--- config.mk ---
export PLATFORM = sky130hd
export DESIGN_NAME = wash_sequencer_flat
export DESIGN_NICKNAME = d
export VERILOG_FILES = /design/src/rtl/wash_sequencer_if.sv /design/src/rtl/wash_sequencer.sv /design/src/flat_wrapper.sv
export SDC_FILE = /design/constraint.sdc
export NUM_CORES = 1
export LEC_CHECK = 0
export ABC_AREA = 0
export BUFFER_PORTS_ARGS = -buffer_cell sky130_fd_sc_hd__buf_2
export CAP_MARGIN = 30
export CORE_AREA = 2 2 39 41
export CTS_CLUSTER_DIAMETER = 150
export DETAILED_ROUTE_END_ITERATION = 16
export DIE_AREA = 0 0 41 43
export GPL_TIMING_DRIVEN = 0
export PLACE_DENSITY_LB_ADDON = 0.2
export SLEW_MARGIN = 15
export SYNTH_ARGS = -nofsm -noshare
export SYNTH_HDL_FRONTEND = slang
export SYNTH_SLANG_ARGS = --single-unit
--- constraint.sdc ---
create_clock -name clk -period 2.9 [get_ports clk]
set_input_delay 0.58 -clock clk [delete_from_list [all_inputs] [get_ports clk]]
set_output_delay 0.58 -clock clk [all_outputs]
set_load 0.02 [all_outputs]
--- src/rtl/wash_sequencer_if.sv ---
// Control bundle between the wash sequencer, its phase timer and the actuators.
// master drives commands and timer status; slave is the sequencer itself.
interface wash_sequencer_if;
  logic       start;
  logic       double_wash;
  logic       pause;
  logic       door_closed;
  logic       tmr_done;
  logic       tmr_clear;
  logic       tmr_enable;
  logic [3:0] tmr_period;
  logic       door_lock;
  logic       water_valve;
  logic       motor_on;
  logic       motor_fast;
  logic       drain_pump;
  logic       finished;
  logic [2:0] state_code;

  modport master (
    output start, double_wash, pause, door_closed, tmr_done,
    input  tmr_clear, tmr_enable, tmr_period, door_lock, water_valve,
           motor_on, motor_fast, drain_pump, finished, state_code
  );

  modport slave (
    input  start, double_wash, pause, door_closed, tmr_done,
    output tmr_clear, tmr_enable, tmr_period, door_lock, water_valve,
           motor_on, motor_fast, drain_pump, finished, state_code
  );
endinterface

--- src/rtl/wash_sequencer.sv ---
// Wash program controller: FILL -> WASH -> RINSE (-> WASH -> RINSE) -> SPIN -> DONE,
// loading each phase duration into the external timer; outputs decode registers only.
module wash_sequencer #(
  parameter logic [3:0] FILL_T  = 4'd2,
  parameter logic [3:0] WASH_T  = 4'd5,
  parameter logic [3:0] RINSE_T = 4'd2,
  parameter logic [3:0] SPIN_T  = 4'd1
) (
  input  logic            clk,
  input  logic            reset,
  wash_sequencer_if.slave bus
);
  typedef enum logic [2:0] {
    S_IDLE  = 3'd0,
    S_FILL  = 3'd1,
    S_WASH  = 3'd2,
    S_RINSE = 3'd3,
    S_SPIN  = 3'd4,
    S_DONE  = 3'd5
  } state_t;

  state_t     r_state;
  state_t     w_next;
  logic       r_dbl;
  logic       r_pass2;
  logic       r_paused;
  logic       r_first;
  logic       w_active;
  logic       w_enable;
  logic       w_phase_done;
  logic [3:0] w_period;

  assign w_active     = (r_state == S_FILL) || (r_state == S_WASH) ||
                        (r_state == S_RINSE) || (r_state == S_SPIN);
  assign w_enable     = w_active && !r_first && !r_paused;
  // Done is only honoured once the entry cycle has cleared the timer.
  assign w_phase_done = bus.tmr_done && w_enable;

  always_comb begin
    w_next = r_state;
    case (r_state)
      S_IDLE:  if (bus.start && bus.door_closed) w_next = S_FILL;
      S_FILL:  if (w_phase_done) w_next = S_WASH;
      S_WASH:  if (w_phase_done) w_next = S_RINSE;
      S_RINSE: if (w_phase_done) w_next = (r_dbl && !r_pass2) ? S_WASH : S_SPIN;
      S_SPIN:  if (w_phase_done) w_next = S_DONE;
      S_DONE:  if (!bus.door_closed) w_next = S_IDLE;
      default: w_next = S_IDLE;
    endcase
  end

  always_ff @(posedge clk or posedge reset) begin
    if (reset) begin
      r_state  <= S_IDLE;
      r_dbl    <= 1'b0;
      r_pass2  <= 1'b0;
      r_paused <= 1'b0;
      r_first  <= 1'b0;
    end else begin
      r_state <= w_next;
      r_first <= (w_next != r_state) &&
                 ((w_next == S_FILL) || (w_next == S_WASH) ||
                  (w_next == S_RINSE) || (w_next == S_SPIN));
      // Qualified by the next state so SPIN and DONE never inherit a pause.
      r_paused <= ((w_next == S_FILL) || (w_next == S_WASH) || (w_next == S_RINSE)) &&
                  (bus.pause || !bus.door_closed);
      if ((r_state == S_IDLE) && (w_next == S_FILL)) begin
        r_dbl   <= bus.double_wash;
        r_pass2 <= 1'b0;
      end else if ((r_state == S_RINSE) && (w_next == S_WASH)) begin
        r_pass2 <= 1'b1;
      end
    end
  end

  always_comb begin
    w_period = 4'd0;
    case (r_state)
      S_FILL:  w_period = FILL_T;
      S_WASH:  w_period = WASH_T;
      S_RINSE: w_period = RINSE_T;
      S_SPIN:  w_period = SPIN_T;
      default: w_period = 4'd0;
    endcase
  end

  assign bus.tmr_clear   = r_first;
  assign bus.tmr_enable  = w_enable;
  assign bus.tmr_period  = w_period;
  assign bus.door_lock   = w_active;
  assign bus.water_valve = (r_state == S_FILL) && !r_paused;
  assign bus.motor_on    = ((r_state == S_WASH) || (r_state == S_RINSE) ||
                            (r_state == S_SPIN)) && !r_paused;
  assign bus.motor_fast  = (r_state == S_SPIN);
  assign bus.drain_pump  = ((r_state == S_RINSE) || (r_state == S_SPIN)) && !r_paused;
  assign bus.finished    = (r_state == S_DONE);
  assign bus.state_code  = r_state;
endmodule

--- src/flat_wrapper.sv ---
// flat-port wrapper written by rule: the top's interface ports become plain ports
module wash_sequencer_flat 
#(
  parameter logic [3:0] FILL_T  = 4'd2,
  parameter logic [3:0] WASH_T  = 4'd5,
  parameter logic [3:0] RINSE_T = 4'd2,
  parameter logic [3:0] SPIN_T  = 4'd1
)
  (clk, reset, bus_start, bus_double_wash, bus_pause, bus_door_closed, bus_tmr_done, bus_tmr_clear, bus_tmr_enable, bus_tmr_period, bus_door_lock, bus_water_valve, bus_motor_on, bus_motor_fast, bus_drain_pump, bus_finished, bus_state_code);
  wash_sequencer_if bus_i ();
  input  logic clk;
  input  logic reset;
  input wire logic [$bits(bus_i.start)-1:0] bus_start;
  input wire logic [$bits(bus_i.double_wash)-1:0] bus_double_wash;
  input wire logic [$bits(bus_i.pause)-1:0] bus_pause;
  input wire logic [$bits(bus_i.door_closed)-1:0] bus_door_closed;
  input wire logic [$bits(bus_i.tmr_done)-1:0] bus_tmr_done;
  output wire logic [$bits(bus_i.tmr_clear)-1:0] bus_tmr_clear;
  output wire logic [$bits(bus_i.tmr_enable)-1:0] bus_tmr_enable;
  output wire logic [$bits(bus_i.tmr_period)-1:0] bus_tmr_period;
  output wire logic [$bits(bus_i.door_lock)-1:0] bus_door_lock;
  output wire logic [$bits(bus_i.water_valve)-1:0] bus_water_valve;
  output wire logic [$bits(bus_i.motor_on)-1:0] bus_motor_on;
  output wire logic [$bits(bus_i.motor_fast)-1:0] bus_motor_fast;
  output wire logic [$bits(bus_i.drain_pump)-1:0] bus_drain_pump;
  output wire logic [$bits(bus_i.finished)-1:0] bus_finished;
  output wire logic [$bits(bus_i.state_code)-1:0] bus_state_code;
  assign bus_i.start = bus_start;
  assign bus_i.double_wash = bus_double_wash;
  assign bus_i.pause = bus_pause;
  assign bus_i.door_closed = bus_door_closed;
  assign bus_i.tmr_done = bus_tmr_done;
  assign bus_tmr_clear = bus_i.tmr_clear;
  assign bus_tmr_enable = bus_i.tmr_enable;
  assign bus_tmr_period = bus_i.tmr_period;
  assign bus_door_lock = bus_i.door_lock;
  assign bus_water_valve = bus_i.water_valve;
  assign bus_motor_on = bus_i.motor_on;
  assign bus_motor_fast = bus_i.motor_fast;
  assign bus_drain_pump = bus_i.drain_pump;
  assign bus_finished = bus_i.finished;
  assign bus_state_code = bus_i.state_code;
  wash_sequencer #(.FILL_T(FILL_T), .WASH_T(WASH_T), .RINSE_T(RINSE_T), .SPIN_T(SPIN_T)) u_core (.clk(clk), .reset(reset), .bus(bus_i));
endmodule
# Word level (Yosys, flattened, before mapping)
# Cells that the tools add are included.
# classes
n_eq_ne	10
mux	11
reduce_logical	29
# op_table
cell	count
$mux W3	7
$pmux W3 S6	1
$eq A3 B2 Y1 const B	4
$logic_and A1 B1 Y1	12
$logic_or A1 B1 Y1	10
$eq A3 B3 Y1 const B	3
$pmux W3 S3	1
$eq A3 B1 Y1 const B	2
$logic_not A1 Y1	4
$logic_not A3 Y1	1
$ne A3 B3 Y1	1
$mux W1	2
$reduce_bool A2 Y1	1
$reduce_or A2 Y1	1
# totals
register_bits	7
in_bits	7
output_inout_bits	15
elab_cells	55

# Logic depth before layout (Yosys ltp)
# Gate-level depths: netlist of the first run.
# depth
word_depth	14
mapped_depth	5
depth_no_buf	4

# Worst setup path after synthesis of the first run
# No wires, ideal clock.
# synth_timing
path_type	register -> output
startpoint	register u_core.r_state[0], in the netlist u_core.bus.state_code[0]
endpoint	output bus_tmr_enable
arrival_time_ns	1.711
required_time_ns	2.320
path_slack_ns	0.609
path_stages_with_launch	5
path_buffers	1
path_cell_list	dfrtp_1 > buf_6 > nor2_2 > xnor2_1 > nor3b_1
# synth_between
elab_chain_len	6
word_cells_on_any_way	9
cone_classes	4 x eq/ne; 5 x reduce/logical
# synth_rtl
item	line	source
start: declaration	wash_sequencer.sv:22	state_t r_state;
start signal: assignment	wash_sequencer.sv:60	r_state <= w_next;
$eq A3 B1 Y1 / $eq A3 B2 Y1 (equally long branches)	wash_sequencer.sv:33	assign w_active = (r_state == S_FILL) || (r_state == S_WASH) ||
$logic_or A1 B1 Y1 (2 in series)	wash_sequencer.sv:33	
$logic_or A1 B1 Y1 *	wash_sequencer.sv:34	(r_state == S_RINSE) || (r_state == S_SPIN);
net bus_door_lock	flat_wrapper.sv:21	output wire logic [$bits(bus_i.door_lock)-1:0] bus_door_lock;
$logic_and A1 B1 Y1 * (2 in series)	wash_sequencer.sv:35	assign w_enable = w_active && !r_first && !r_paused;
end: declaration	flat_wrapper.sv:19	output wire logic [$bits(bus_i.tmr_enable)-1:0] bus_tmr_enable;
# The timed path passes the listed nets; every way through them passes the cells marked *.

# Worst setup path in the final report of the first run
# layout_timing
startpoint	register u_core.r_state[0], in the netlist u_core.bus.state_code[0]
endpoint	output bus_tmr_enable
# layout_between
elab_chain_len	6
word_cells_on_any_way	9
cone_classes	4 x eq/ne; 5 x reduce/logical
# layout_rtl
item	line
$eq A3 B1 Y1 / $eq A3 B2 Y1 (equally long branches)	wash_sequencer.sv:33
$logic_or A1 B1 Y1 (2 in series)	wash_sequencer.sv:33
$logic_or A1 B1 Y1 *	wash_sequencer.sv:34
$logic_and A1 B1 Y1 * (2 in series)	wash_sequencer.sv:35
# Mark *: on every way between the ends. The rest lies on a longest branch, timed or not.

==> results.yml, run 1 <==
synthesis:
  synth_compound_area_share_pct: 12.5
  synth-seq-area-share_pct: 34.4
  synth_area_leaders: "dfrtp_1, buf_6, nand3b_1, a21oi_1, nand2b_1"
  synth_top_family_by_area: "simple AND/OR/NAND/NOR gates"
  netlist_area_um2: 509
  synth_edf_count: 0
  synthSimpleGateAreaFrac_pct: 38.8
  synth_mux_area_share_pct: 2.95
  synthXorXnorAreaFrac_pct: 1.72
  avgSynthCellArea_um2: 9.26
  yosysWarningCount: 0
  synth_nets: 62
  synth_seq_cells: 7
  yosysTopAreaCell: "dfrtp_1"
  synth.top_cell.area_share_pct: 34.4
  synthArstFlopShare_pct: 100
  synth_cell_type_count: 33
  netlist_instances: 55
  synth_ff_type: "dfrtp_1"
  synth_adder_area_share_pct: 0
drt:
  detail_route.first_pass.iterations: 4
  drc: 0
  vias: 465
  ant_nets: 0
  totalWireLength_um: 1060
  wl_per_cell_um: 11.2
  detail_route.vias_per_cell: 4.89
  drt-initial-drc-count: 10
pwr:
  total_power_uw: 795
  leakage_nw: 0.332
  peakVddDrop_mv: 0.434
  p_per_area_mw_per_mm2: 1210
floorplanning:
  die_h_um: 43
  io_pins: 22
  rows: 14
  start_util_pct: 36.8
  die_x_um: 41
  die-area_mm2: 0.00176
  core-area_mm2: 0.00138
critical_path:
  crit_chain: "buf_6 -> nor2_2 -> xnor2_1 -> nor3b_1 -> buf_2"
  endpoint: "bus_tmr_enable"
  start_kind: "flop"
  cp_data_arrival_time_ns: 1.53
  required_ns: 2.32
  r2r_cells: 3
  crit_fanout: 10
  r2r-start: "u_core.bus.state_code[2]"
  endpoint_kind: "output port"
  path_buf_inv: 2
  slowest_delay_ns: 0.42
  crit_family: "flip-flops"
  cp_slowest_cell: "dfrtp_1"
  cp_num_cells: 5
  reg2reg_to: "u_core.r_dbl"
  reg2reg_slack_ns: 1.53
  crit_start: "u_core.bus.state_code[0]"
  path_class: "flop to output port"
cts:
  post_cts_buffers: 0
  h-tree-depth: 1
  numCtsBuffers: 3
  cts_sinks: 7
  cts-root-buf: "clkbuf_4"
  clockBufferDepth: 2
  clk_pin_slew_worst_paths_ns: 0.05
  hold_buffers: 0
  postCtsResizedCells: 0
  tritoncts: "yes"
  insertion_delay_ns: 0.24
layout:
  area_growth_pct: 28.7
  insertedDiodeCount: 0
  drive_gt1_share_pct: 41.8
  fillerInstances: 155
  regArea_um2: 175
  nets: 87
  final_cell_mix: "buf_2, dfrtp_1, nor2_1, a21oi_1"
  layout.cells.non_filler: 95
  final_common_cell: "buf_2"
  multi_input_area_um2: 289
sta:
  rsz0062_at_grt: "false"
  period_needed_ns: 2.11
  hold_violations: 0
  setup_viol_count_final: 0
  fin_crit_sh_pct: 72.8
  whs_ns: 0.247
  slew_violations: 0
  totalNegativeSetupSlack_ns: 0
  clock_skew_ns: 0.00175
  timing.fmax_mhz: 473
run_status:
  status: "finished clean"
place:
  gp_congestion: 0.703
  post-dp-hpwl_um: 870
  portBuffers: 20
  dp_cells: 91
global_route:
  grt_pass1_vias: 398
  grt-ovfl-total: 0
  grt_max_degree: 11
  grt_util_met2_pct: 20.3
  use_met1_pct: 19.9
  top_usage_layer: "met2"
  grtUsageMet3_pct: 2.62
  grt_usage_pct: 14.7
  grt_first_pass_wirelength_um: 1720
  antenna_found_initial: 0
hold_path:
  hp-class: "input pin to asynchronous set/reset pin"
run:
  drv_cap: 0
worst min path at each step:
| stage | to | startpoint | cells after the start |
|---|---|---|---|
| 2_1_floorplan | u_core.bus.state_code[0] | reset | 1 |
| 3_3_place_gp | u_core.r_pass2 | u_core.r_pass2 | 1 |
| 3_5_place_dp | u_core.r_pass2 | u_core.r_pass2 | 1 |
| 4_1_cts | u_core.bus.state_code[1] | reset | 2 |
| 5_1_grt | u_core.r_pass2 | reset | 2 |
| 6_report | u_core.bus.state_code[1] | reset | 2 |
cell type report:
cell class	instances	area share, %
buffer	4	5.73
clock buffer	4	4.01
inverter	2	1.15
multi-input combinational	42	44.1
sequential	7	26.7
tap	16	3.05
timing repair buffer	20	15.3
routing by layer:
metal  routed length, um  part of all wire [%]
met4                   0                     0
met2                 503                    47
met3                  72                   6.8
met1                 488                    46
met5                   0                     0
sequential cells by signal (all words and copies together) (netlist names):
signal,flops
u_core.bus.state_code,3
u_core.r_paused,1
u_core.r_dbl,1
u_core.r_pass2,1
u_core.bus.tmr_clear,1
synth_stat cells, types with 2 or more instances:
cell / count
nand3b_1: 3
nor2_1: 4
nor3b_1: 2
a21oi_1: 4
buf_4: 2
nor2b_1: 2
buf_6: 2
nand2b_1: 3
dfrtp_1: 7
nand2_1: 3
where the power goes:
part           internal, mW  leakage (nW)  switching (mW)
logic                 0.214         0.231           0.299
registers             0.144        0.0862          0.0556
clock network        0.0521        0.0150          0.0300
per-stage QoR:
step	cell area (um^2)	utilization, %	setup slack (ns)
3_5_place_dp	629	45.5	1.05
3_3_place_gp	629	45.5	1.04
2_1_floorplan	509	-	0.609
4_1_cts	656	47.4	0.775
6_report	656	47.4	0.788
5_1_grt	656	47.4	0.638
logic make-up after synthesis:
family / after synthesis
xor gates and xnor gates: 1
DFF: 7
and+or+nand+nor: 29
AOI/OAI and AO/OA: 10
muxes: 1
other: 1
buffers and inverters: 6
No activity file was read; power rests on OpenSTA's default activity.
==> inputs of run 2 (changes only) <==
--- a/config.mk
+++ b/config.mk
@@ -5,7 +5,7 @@
 export SDC_FILE = /design/constraint.sdc
 export NUM_CORES = 1
 export LEC_CHECK = 0
-export ABC_AREA = 0
+export ABC_AREA = 1
 export BUFFER_PORTS_ARGS = -buffer_cell sky130_fd_sc_hd__buf_2
 export CAP_MARGIN = 30
 export CORE_AREA = 2 2 39 41
==> constraint.sdc (replaced) <==
create_clock -name clk -period 2 [get_ports clk]
set_input_delay 0.4 -clock clk [delete_from_list [all_inputs] [get_ports clk]]
set_output_delay 0.4 -clock clk [all_outputs]
set_load 0.02 [all_outputs]
==> results.yml, run 2 <==
run_status:
  status: "finished clean"
synthesis:
  synth_top_family_by_area: "simple AND/OR/NAND/NOR gates"
  synth_nets: 86
  synth.top_cell.area_share_pct: 30.3
  synth_mux_area_share_pct: 0
  synth_seq_cells: 7
  synth_cell_type_count: 22
  avgSynthCellArea_um2: 7.32
  yosysTopAreaCell: "dfrtp_1"
  netlist_instances: 79
  synth_adder_area_share_pct: 0
  synth_ff_type: "dfrtp_1"
  synth-seq-area-share_pct: 30.3
  synthSimpleGateAreaFrac_pct: 42.9
  synth_area_leaders: "dfrtp_1, nand2_1, inv_1, nand2_2, o21ai_2"
  synth_edf_count: 0
  synth_compound_area_share_pct: 11.3
  synth_common_cells: "nand2_1, inv_1, dfrtp_1"
  netlist_area_um2: 578
  synth_most_common_cell: "nand2_1"
  synthArstFlopShare_pct: 100
  yosysWarningCount: 0
  synthXorXnorAreaFrac_pct: 0
cts:
  tritoncts: "yes"
  hold_buffers: 0
  postCtsResizedCells: 0
  h-tree-depth: 1
  numCtsBuffers: 3
  cts_sinks: 7
  clk_pin_slew_worst_paths_ns: 0.06
  clockBufferDepth: 2
  insertion_delay_ns: 0.26
  post_cts_buffers: 0
  cts-root-buf: "clkbuf_4"
floorplanning:
  core-area_mm2: 0.00138
  die_x_um: 41
  rows: 14
  io_pins: 22
  start_util_pct: 41.8
  die-area_mm2: 0.00176
  die_h_um: 43
drt:
  ant_nets: 0
  detail_route.first_pass.iterations: 4
  detail_route.vias_per_cell: 4.80
  totalWireLength_um: 1240
  drc: 0
  drt-initial-drc-count: 4
  vias: 571
  wl_per_cell_um: 10.4
global_route:
  grt_usage_pct: 17.2
  grt_pass1_vias: 460
  grt-ovfl-total: 0
  use_met1_pct: 22.4
  antenna_found_initial: 0
  top_usage_layer: "met2"
  grtUsageMet3_pct: 7.85
  grt_first_pass_wirelength_um: 2000
  grt_max_degree: 10
  grt_util_met2_pct: 24.4
layout:
  regArea_um2: 175
  fillerInstances: 150
  stdcell_area_um2: 726
  final_common_cell: "buf_2"
  multi_input_area_um2: 317
  area_growth_pct: 25.5
  final_cell_mix: "buf_2, nand2_1, inv_1"
  insertedDiodeCount: 0
  nets: 111
  largest_reg_flops: 3
  drive_gt1_share_pct: 46.6
critical_path:
  path_class: "flop to output port"
  crit_family: "flip-flops"
  endpoint_kind: "output port"
  cp_data_arrival_time_ns: 1.39
  path_buf_inv: 2
  required_ns: 1.60
  cp_slowest_cell: "dfrtp_1"
  crit_chain: "buf_6 -> nor2_4 -> nand2_2 -> a21boi_0 -> buf_2"
  crit_fanout: 8
  slowest_delay_ns: 0.38
  start_kind: "flop"
sta:
  slew_violations: 0
  totalNegativeSetupSlack_ns: 0
  timing.fmax_mhz: 559
  fin_crit_sh_pct: 89.5
  period_needed_ns: 1.79
  setup_viol_count_final: 0
  rsz0062_at_grt: "false"
  clock_skew_ns: 0.00332
  hold_violations: 0
place:
  placed_area_um2: 698
  portBuffers: 20
  post-dp-hpwl_um: 1010
  gp_congestion: 0.752
pwr:
  total_power_mw: 1.28
  leakage_nw: 0.437
  peakVddDrop_mv: 0.880
  p_per_area_mw_per_mm2: 1760
hold_path:
  hp-class: "input pin to asynchronous set/reset pin"
run:
  drv_cap: 0
## run 2: cell types whose count changed in the layout (fill, tap and decap cells not counted), moves of 4 or more
cell | before | now
inv_1 | 1 | 10
nand2_1 | 3 | 17
inv_2 | 1 | 5
nand2_2 | 0 | 5
nand3_1 | 1 | 5
## run 2: routing by layer
metal  routed length, um  share of wire, %
met3                  84               6.8
met1                 536                43
met4                  12              0.97
met5                   0                 0
met2                 603                49
## run 2: power breakdown
| group | total [mW] | switching [mW] | internal [mW] |
|---|---|---|---|
| logic | 0.896 | 0.585 | 0.311 |
| clock network | 0.133 | 0.0592 | 0.0734 |
| registers | 0.252 | 0.0444 | 0.207 |
| total | 1.28 | 0.688 | 0.591 |
## run 2: worst paths after layout
check                                         startpoint                   end  slack (ns)  depth (start not counted)
worst max register to register  u_core.bus.state_code[0]  u_core.bus.tmr_clear        0.42                         11
max in group asynchronous                          reset  u_core.bus.tmr_clear        1.75                          2
worst max-delay path            u_core.bus.state_code[0]        bus_tmr_enable        0.21                          5
worst min register to register              u_core.r_dbl          u_core.r_dbl        0.48                          2
min in group clk                         bus_double_wash          u_core.r_dbl        0.33                          3
worst min-delay path                               reset        u_core.r_pass2        0.05                          2
## run 2: final cells by class
cell class / instances / area share (%)
plain buffers: 3 / 4.14
clock buffers: 3 / 3.10
clock inverters: 1 / 0.690
inverters: 15 / 7.76
multi-input cells: 54 / 43.6
flip-flops and latches: 7 / 24.1
well taps: 16 / 2.76
repair buffers: 20 / 13.8
## run 2: kinds of logic (layout without fill, tap and decap cells)
family | count (synthesis) | after routing
AO/OA/AOI/OAI | 10 | 10
buffers and inverters | 18 | 42
flip-flops | 7 | 7
other | 1 | 1
AND/OR/NAND/NOR | 43 | 43
## run 2: worst reg2reg max path, cell delays in order, from the launching register on
cell and delay [ns]:
dfrtp_1 0.38, buf_6 0.14, nor2_4 0.12, nand2_2 0.13, nand2_4 0.12, nand4_1 0.10
nand3_2 0.10, nand2_2 0.07, o21ai_1 0.16, nand2_1 0.07, nand2_1 0.06, inv_1 0.03
## run 2: metrics by stage
step           instances  hold slack [ns]  util, %  setup slack, ns
3_3_place_gp         115            0.332     50.5            0.427
5_1_grt              119           0.0669     52.4           0.0932
2_1_floorplan         79            0.203        -            0.239
6_report             119           0.0475     52.4            0.210
3_5_place_dp         115            0.334     50.5            0.408
4_1_cts              119           0.0526     52.4            0.196
